## config.mk

```make
export PLATFORM = sky130hd
export DESIGN_NAME = fetch_queue
export DESIGN_NICKNAME = d
export VERILOG_FILES = /design/src/rtl/fetch_pkg.sv /design/src/rtl/fetch_queue_fifo.sv /design/src/rtl/fetch_queue.sv
export SDC_FILE = /design/constraint.sdc
export NUM_CORES = 1
export LEC_CHECK = 0
export CORE_MARGIN = 5
export CORE_UTILIZATION = 50
export CTS_BUF_LIST = sky130_fd_sc_hd__clkbuf_8 sky130_fd_sc_hd__clkbuf_16
export DETAILED_ROUTE_END_ITERATION = 8
export HOLD_SLACK_MARGIN = 0.15
export PLACE_DENSITY_LB_ADDON = 0.2
export SETUP_SLACK_MARGIN = 0.15
export SYNTH_ARGS = -nofsm -noshare
export SYNTH_HDL_FRONTEND = slang
export SYNTH_SLANG_ARGS = --single-unit
export TNS_END_PERCENT = 30
```

## constraint.sdc

```tcl
create_clock -name clk_i -period 3.3 [get_ports clk_i]
set_input_delay 0.66 -clock clk_i [delete_from_list [all_inputs] [get_ports clk_i]]
set_output_delay 0.66 -clock clk_i [all_outputs]
set_load 0.1 [all_outputs]
```

## src/rtl/fetch_pkg.sv

```systemverilog
// Shared types and constants for the instruction-fetch front end.
package fetch_pkg;

    localparam int FETCH_XLEN = 32;
    localparam logic [FETCH_XLEN-1:0] DEFAULT_NOP_INST = 32'h0000_0000;
    localparam int PC_INC = 4;

    typedef struct packed {
        logic [FETCH_XLEN-1:0] pc;
        logic [FETCH_XLEN-1:0] inst;
    } fetch_entry_t;

endpackage

```

## src/rtl/fetch_queue_fifo.sv

```systemverilog
// Power-of-two circular FIFO of fetched {pc, inst} entries with a synchronous flush.
module fetch_fifo
    import fetch_pkg::*;
#(
    parameter int DEPTH = 4,
    localparam int AW = $clog2(DEPTH),
    localparam int CW = AW + 1
) (
    input  logic         clk_i,
    input  logic         rst_i,
    input  logic         push,
    input  logic         pop,
    input  logic         flush,
    input  fetch_entry_t wdata,
    output fetch_entry_t rdata,
    output logic [CW-1:0] count,
    output logic         full,
    output logic         empty
);

    fetch_entry_t mem [DEPTH];
    logic [AW-1:0] wr_ptr;
    logic [AW-1:0] rd_ptr;
    logic          do_push;
    logic          do_pop;

    assign empty   = (count == '0);
    assign full    = (count == CW'(DEPTH));
    assign do_pop  = pop && !empty && !flush;
    assign do_push = push && !flush && (!full || do_pop);
    assign rdata   = mem[rd_ptr];

    // Pointers wrap naturally because DEPTH is a power of two.
    always_ff @(posedge clk_i or posedge rst_i) begin
        if (rst_i) begin
            wr_ptr <= '0;
            rd_ptr <= '0;
            count  <= '0;
        end else if (flush) begin
            wr_ptr <= '0;
            rd_ptr <= '0;
            count  <= '0;
        end else begin
            if (do_push) wr_ptr <= wr_ptr + 1'b1;
            if (do_pop)  rd_ptr <= rd_ptr + 1'b1;
            unique case ({do_push, do_pop})
                2'b10:   count <= count + 1'b1;
                2'b01:   count <= count - 1'b1;
                default: count <= count;
            endcase
        end
    end

    always_ff @(posedge clk_i) begin
        if (do_push) mem[wr_ptr] <= wdata;
    end

endmodule

```

## src/rtl/fetch_queue.sv

```systemverilog
// Fetch front end: owns the fetch PC, keeps one memory request in flight and
// buffers responses in a prefetch queue so decode stalls do not stop fetching.
module fetch_queue
    import fetch_pkg::*;
#(
    parameter int XLEN = FETCH_XLEN,
    parameter int DEPTH = 4,
    parameter logic [XLEN-1:0] RESET_PC = '0,
    parameter logic [XLEN-1:0] NOP_INST = DEFAULT_NOP_INST
) (
    input  logic            clk_i,
    input  logic            rst_i,
    input  logic            redirect_i,
    input  logic [XLEN-1:0] redirect_pc_i,
    input  logic            stall_i,
    input  logic            im_busy_i,
    input  logic [XLEN-1:0] im_dout_i,
    output logic            im_req_o,
    output logic [XLEN-1:0] im_addr_o,
    output logic [XLEN-1:0] inst_o,
    output logic [XLEN-1:0] inst_pc_o,
    output logic            inst_valid_o,
    output logic            stall_o
);

    localparam int CW = $clog2(DEPTH) + 1;
    localparam int OW = CW + 1;

    logic [XLEN-1:0] fetch_pc;
    logic [XLEN-1:0] req_pc;
    logic [XLEN-1:0] last_pc;
    logic            outstanding;
    logic            drop;
    logic            resp;
    logic            accept;
    logic            push;
    logic            pop;
    logic [CW-1:0]   count;
    logic [OW-1:0]   occupancy;
    logic            full;
    logic            empty;
    fetch_entry_t    head;
    fetch_entry_t    wentry;

    assign resp      = outstanding && !im_busy_i;
    assign occupancy = {1'b0, count} + {{CW{1'b0}}, outstanding};

    // The in-flight request reserves a slot, so the queue can never overflow.
    assign im_req_o = !rst_i && !redirect_i && !drop
                      && (occupancy < OW'(DEPTH))
                      && (!outstanding || resp);
    assign im_addr_o = fetch_pc;
    assign accept    = im_req_o && !im_busy_i;

    assign push   = resp && !redirect_i && !drop && (!full || pop);
    assign pop    = !empty && !stall_i && !redirect_i;
    assign wentry = '{pc: req_pc, inst: im_dout_i};

    assign inst_valid_o = !empty;
    assign inst_o       = empty ? NOP_INST : head.inst;
    assign inst_pc_o    = empty ? last_pc : head.pc;
    assign stall_o      = empty && (outstanding || im_busy_i);

    fetch_fifo #(.DEPTH(DEPTH)) u_fifo (
        .clk_i (clk_i),
        .rst_i (rst_i),
        .push  (push),
        .pop   (pop),
        .flush (redirect_i),
        .wdata (wentry),
        .rdata (head),
        .count (count),
        .full  (full),
        .empty (empty)
    );

    // A redirect with the old response still in flight arms drop so that stale data is discarded.
    always_ff @(posedge clk_i or posedge rst_i) begin
        if (rst_i) begin
            fetch_pc    <= RESET_PC;
            req_pc      <= RESET_PC;
            last_pc     <= '0;
            outstanding <= 1'b0;
            drop        <= 1'b0;
        end else begin
            if (redirect_i)  fetch_pc <= redirect_pc_i;
            else if (accept) fetch_pc <= fetch_pc + XLEN'(PC_INC);

            if (accept) req_pc <= fetch_pc;

            if (accept)    outstanding <= 1'b1;
            else if (resp) outstanding <= 1'b0;

            if (redirect_i && outstanding && !resp) drop <= 1'b1;
            else if (resp)                          drop <= 1'b0;

            if (!empty) last_pc <= head.pc;
        end
    end

endmodule

```

== Word level (Yosys, flattened, before mapping) ==
Memories as Yosys holds them, arrays and structs flattened.
Index checks and enable logic that the tools add are counted.
Storage, ports and cells
  memories: 1
  RAM bits: 256
  input port bits: 69
  register bits: 105
  output and inout port bits: 99
Operators by class
  add/sub/neg operators: 6
  eq/ne operators: 3
  reductions and logical operators: 38
  multiplexer cells: 15
  magnitude comparators: 1
Memory list
  u_fifo.mem: depth 4, width 64, read ports 1, clocked after Yosys merged registers in 0, write ports 1, line fetch_queue_fifo.sv:21  | fetch_entry_t mem [DEPTH];
Operators by type and width (number)
  32-bit two-way mux: 4
  32-bit by 3-bit adder with 32-bit output (second input constant): 1
  1-bit logical AND: 18
  2-bit nonzero test: 5
  1-bit logical NOT: 9
  2-bit two-way mux: 4
  3-bit one-hot mux with 2 select lines: 1
  1-bit two-way mux: 5
  2-bit by 1-bit adder with 2-bit output (second input constant): 2
  3-bit by 1-bit adder with 4-bit output: 1
  1-bit logical OR: 4
  4-bit by 3-bit < comparator with 1-bit output (second input constant): 1
  3-bit by 1-bit adder with 3-bit output (second input constant): 1
  3-bit == test (second input constant): 1
  3-bit logical NOT: 1
  3-bit two-way mux: 1
  3-bit nonzero test: 1
  3-bit by 1-bit subtractor with 3-bit output (second input constant): 1
  2-bit by 1-bit == test with 1-bit output (second input constant): 1
  2-bit == test (second input constant): 1

== Longest topological paths before layout ==
  word-level depth: 11
  mapped depth: 8
  mapped depth without buffers: 7

== Cells and area by module ==
Synthesis repeated with hierarchy kept, for this count alone.
Second synthesis, totals
  cells, all modules: 874
  area, all modules: 14416.3 sq um
Modules (own cells, without submodules)
  fetch_fifo: sequential area each 7862.5 sq um, area each 9785.6 sq um, cells each 398, times used 1
  fetch_queue: sequential area each 2452.4 sq um, area each 4630.7 sq um, cells each 476, times used 1

== Worst setup path before layout ==
Ideal clock, no wire load.
  kind: register to output
  from: register u_fifo.count[0]
  to: output port stall_o
  data arrival time: 3.263 ns
  cell stages (with the launch flop): 7
  slack: -0.623 ns
  path through: dfrtp_1 -> clkbuf_1 -> nor3_1 -> inv_1 -> clkbuf_1 -> clkbuf_1 -> nor2_1
Between the ends
  cells in the longest elaborated chain, start to end: 2
Ends and longest elaborated chain
  start: declaration: line fetch_queue_fifo.sv:16  | output logic [CW-1:0] count,
  start signal: assignment: line fetch_queue_fifo.sv:47  | 2'b10: count <= count + 1'b1;
  start signal: assignment: line fetch_queue_fifo.sv:48  | 2'b01: count <= count - 1'b1;
  start signal: assignment: line fetch_queue_fifo.sv:49  | default: count <= count;
  3-bit logical NOT: line fetch_queue_fifo.sv:27  | assign empty = (count == '0);
  1-bit logical AND: line fetch_queue.sv:62  | assign stall_o = empty && (outstanding || im_busy_i);
  end: declaration: line fetch_queue.sv:23  | output logic stall_o
No other way between the ends.

== Worst setup path after layout ==
  from: register u_fifo.rd_ptr[1]
  to: output port inst_o[22]
Between the ends
  cells in the longest elaborated chain, start to end: 2
Ends and longest elaborated chain
  start: declaration: line fetch_queue_fifo.sv:23  | logic [AW-1:0] rd_ptr;
  start signal: assignment: line fetch_queue_fifo.sv:45  | if (do_pop) rd_ptr <= rd_ptr + 1'b1;
  memory read 4 x 64 bit
  32-bit two-way mux: line fetch_queue.sv:60  | assign inst_o = empty ? NOP_INST : head.inst;
  end: declaration: line fetch_queue.sv:20  | output logic [XLEN-1:0] inst_o,
No other way between the ends.

==> results.toml <==
[floorplan]
io_pins = 168
rows = 61
die_w_um = 179
die_h_um = 179
die_area_um2 = 31900
start_util = 0.510
core_um2 = 27900

[synthesis]
ys_top_cells_by_area = "edfxtp_1 54%, dfrtp_1 18%, mux4_2 10%"
ys_top_cells_by_count = "256 x edfxtp_1, 137 x nand2_1, 105 x dfrtp_1, 64 x mux4_2, 38 x and2_1"
avgSynthCellArea_um2 = 16.5
synth_top_family_by_area = "multiplexers"
yosysTopAreaCellShare = 0.540
syn_nets = 940
syn_area_um2 = 14200
postSynthCellCount = 865
muxShareOfSynthArea = 0.129
yosys_warnings = 0
synth_compound_area_frac = 0.0315
synthAdderAreaFrac = 0.00580
synth-edff-count = 256
synth_xor_area_frac = 0.00800
synth_area_leader_cell = "edfxtp_1"
yosysMostFrequentCell = "edfxtp_1"
async_flop_share = 0.291
ys.flop_type = "edfxtp_1"
synth_cell_types = 48
synthSimpleGateAreaFrac = 0.0844
ys_seq_area_frac = 0.724
synth-seq-cells = 361

[placement]
place_congestion = 0.808
io_buffers = 167
dp_slack_ps = 292
placed_cells = 1400
dp_hpwl_um = 20100

[worst_setup_path]
crit_type = "flop to primary output"
worst-path-buf-inv = 3
worstPathRequired_ps = 2640
critPathSlowestCell = "dfrtp_4"
crit_path_max_fanout = 31
start_kind = "flop"
rr_worst_depth = 5
critPathMostFrequentCell = "buf_12"
cp.depth = 5
cpPeakStageDelay_ps = 660
worstSetupEndpointType = "primary output"
crit_chain = "buf_12 > buf_4 > mux4_2 > and2_1 > buf_12"
arrival_ps = 2360
cpLargestDelayFamily = "buffers and inverters"

[detailed_routing]
ant_nets = 0
route.detailed.drc = 0
routed_wirelength_um = 31100
first_pass_iters = 5
viasPerCell = 5.54
route.vias.total = 8133
drtIter0Drc = 563
wl_per_cell_um = 21.1

[pwr]
p_total_mw = 13.7
power_density_nw_per_um2 = 745
peakVddDrop_mv = 0.621
p_leak_nw = 6.74

[cts]
clk_path_buf_depth = 3
cts_inserted_buffers = 36
clkLatencyLatePin_ps = 520
clk_pin_slew_ps = 60
cts_tree = "done"
h-tree-depth = 2
cts-root-buf = "clkbuf_16"
cts.sinks = 361

[sta]
setup_ws_ps = 280
setup_violations = 0
fin_tns_setup_ps = 0
hold_viol_final = 0
worstMarginPinSlew_ps = 570
fin_crit_ps = 3020
grt_setup_unrepaired = "false"
slew_headroom = 0.620
finClkSkew_ps = 11.7
fin_crit_sh = 0.915
fmax_ghz = 0.331
finalMaxSlewViolations = 0

[status]
outcome = "finished clean"

[grt]
antenna_found_initial = 0
grt-ovfl-total = 0
grtUsageTotal = 0.201
grt_pass1_wl_um = 48900
grt_max_degree = 52
grt_pass1_vias = 8352

[final_layout]
fill_cells = 1956
final_util = 0.660
final_cells = 1469
nNetsFinal = 1138
num_antenna_cells = 0
final_layout_size_suffix_gt1_frac = 0.277
syn2layout_area_growth_pct = 29.5

[run]
max-cap-violations = 0

[min_path]
hold_path_class = "primary input to flop"
hold_depth = 2
[cell type report]
class                      instances  area (um2)  share of cell area
clock inverter                    26         148             0.00801
multi-input combinational        445        3700               0.201
timing repair buffer             206        2770               0.150
inverter                          13        51.3             0.00278
sequential                       361       10300               0.560
tap                              378         473              0.0257
clock buffer                      40         967              0.0525
[through the flow]
step           hold WS [ps]  area (um2)
3_3_place_gp            494       17300
5_1_grt                 389       18400
4_1_cts                 386       18400
6_report                396       18400
3_5_place_dp            508       17300
2_1_floorplan           476       14200
[sequential cells by signal (all words and copies together) (netlist names)]
register / cells
drop: 1
im_addr_o: 32
last_pc: 32
outstanding: 1
req_pc: 32
u_fifo.count: 3
u_fifo.mem: 256
u_fifo.rd_ptr: 2
u_fifo.wr_ptr: 2
[what timing repair did]
item	in CTS	in global routing
gates resized for setup	0	2
endpoints found under the setup margin	45	15
setup buffers	3	0
gates cloned	0	0
hold buffers	0	0
[final timing paths]
| kind | startpoint | to | slack (ps) |
|---|---|---|---|
| setup / recovery | u_fifo.rd_ptr[1] | inst_o[22] | 280 |
| hold / removal | redirect_i | u_fifo.count[2] | 400 |
| setup reg to reg | im_addr_o[10] | im_addr_o[31] | 920 |
| hold reg to reg | req_pc[17] | u_fifo.mem[1][49] | 520 |
| max in group asynchronous | rst_i | last_pc[18] | 1980 |
| min in group asynchronous | rst_i | drop | 570 |
[cells in the final DEF, fill, tap and decap left out, types with 4 or more instances in the layout]
cell type	instances
clkinv_1	5
o21ai_0	22
xnor2_1	5
and2_1	34
o211ai_1	5
edfxtp_1	256
and2_4	4
dfrtp_1	103
nand3_1	16
inv_1	22
mux2_2	34
nor3_1	8
a21oi_1	14
a31oi_1	6
buf_4	53
o21ai_1	6
nor2_1	19
clkbuf_16	37
buf_12	84
nand2_1	137
ha_1	5
clkinv_2	5
clkdlybuf4s50_1	67
xor2_1	8
mux4_2	64
nand4_1	15
[kinds of logic after synthesis]
group / Yosys count
AND/OR/NAND/NOR: 255
flip-flops: 361
XOR/XNOR: 13
buffers and inverters: 59
adder cells (fa/ha/maj): 6
AO/OA/AOI/OAI: 72
multiplexers: 99
[where the power goes]
part           leakage, nW  internal (mW)  switching (mW)  total [mW]
Sequential            3.61           5.56           0.408        5.97
Combinational         2.54           1.32            2.63        3.96
Clock                0.591           2.18            1.63        3.81
[routing by layer]
layer | GRT usage | vias to the layer above | wire length (um)
met5 | 0 | - | 0
met4 | 0.0419 | 0 | 425
met3 | 0.0409 | 36 | 2070
met2 | 0.333 | 249 | 15700
met1 | 0.280 | 4159 | 12900
li1 | - | 3689 | -
[worst register-to-register path, delay by kind of cell (launching register included)]
kind | cells | cell delay (ps)
compound gates | 2 | 560
flops | 1 | 490
simple gates | 3 | 1210
No activity file was read; power rests on OpenSTA's default activity.
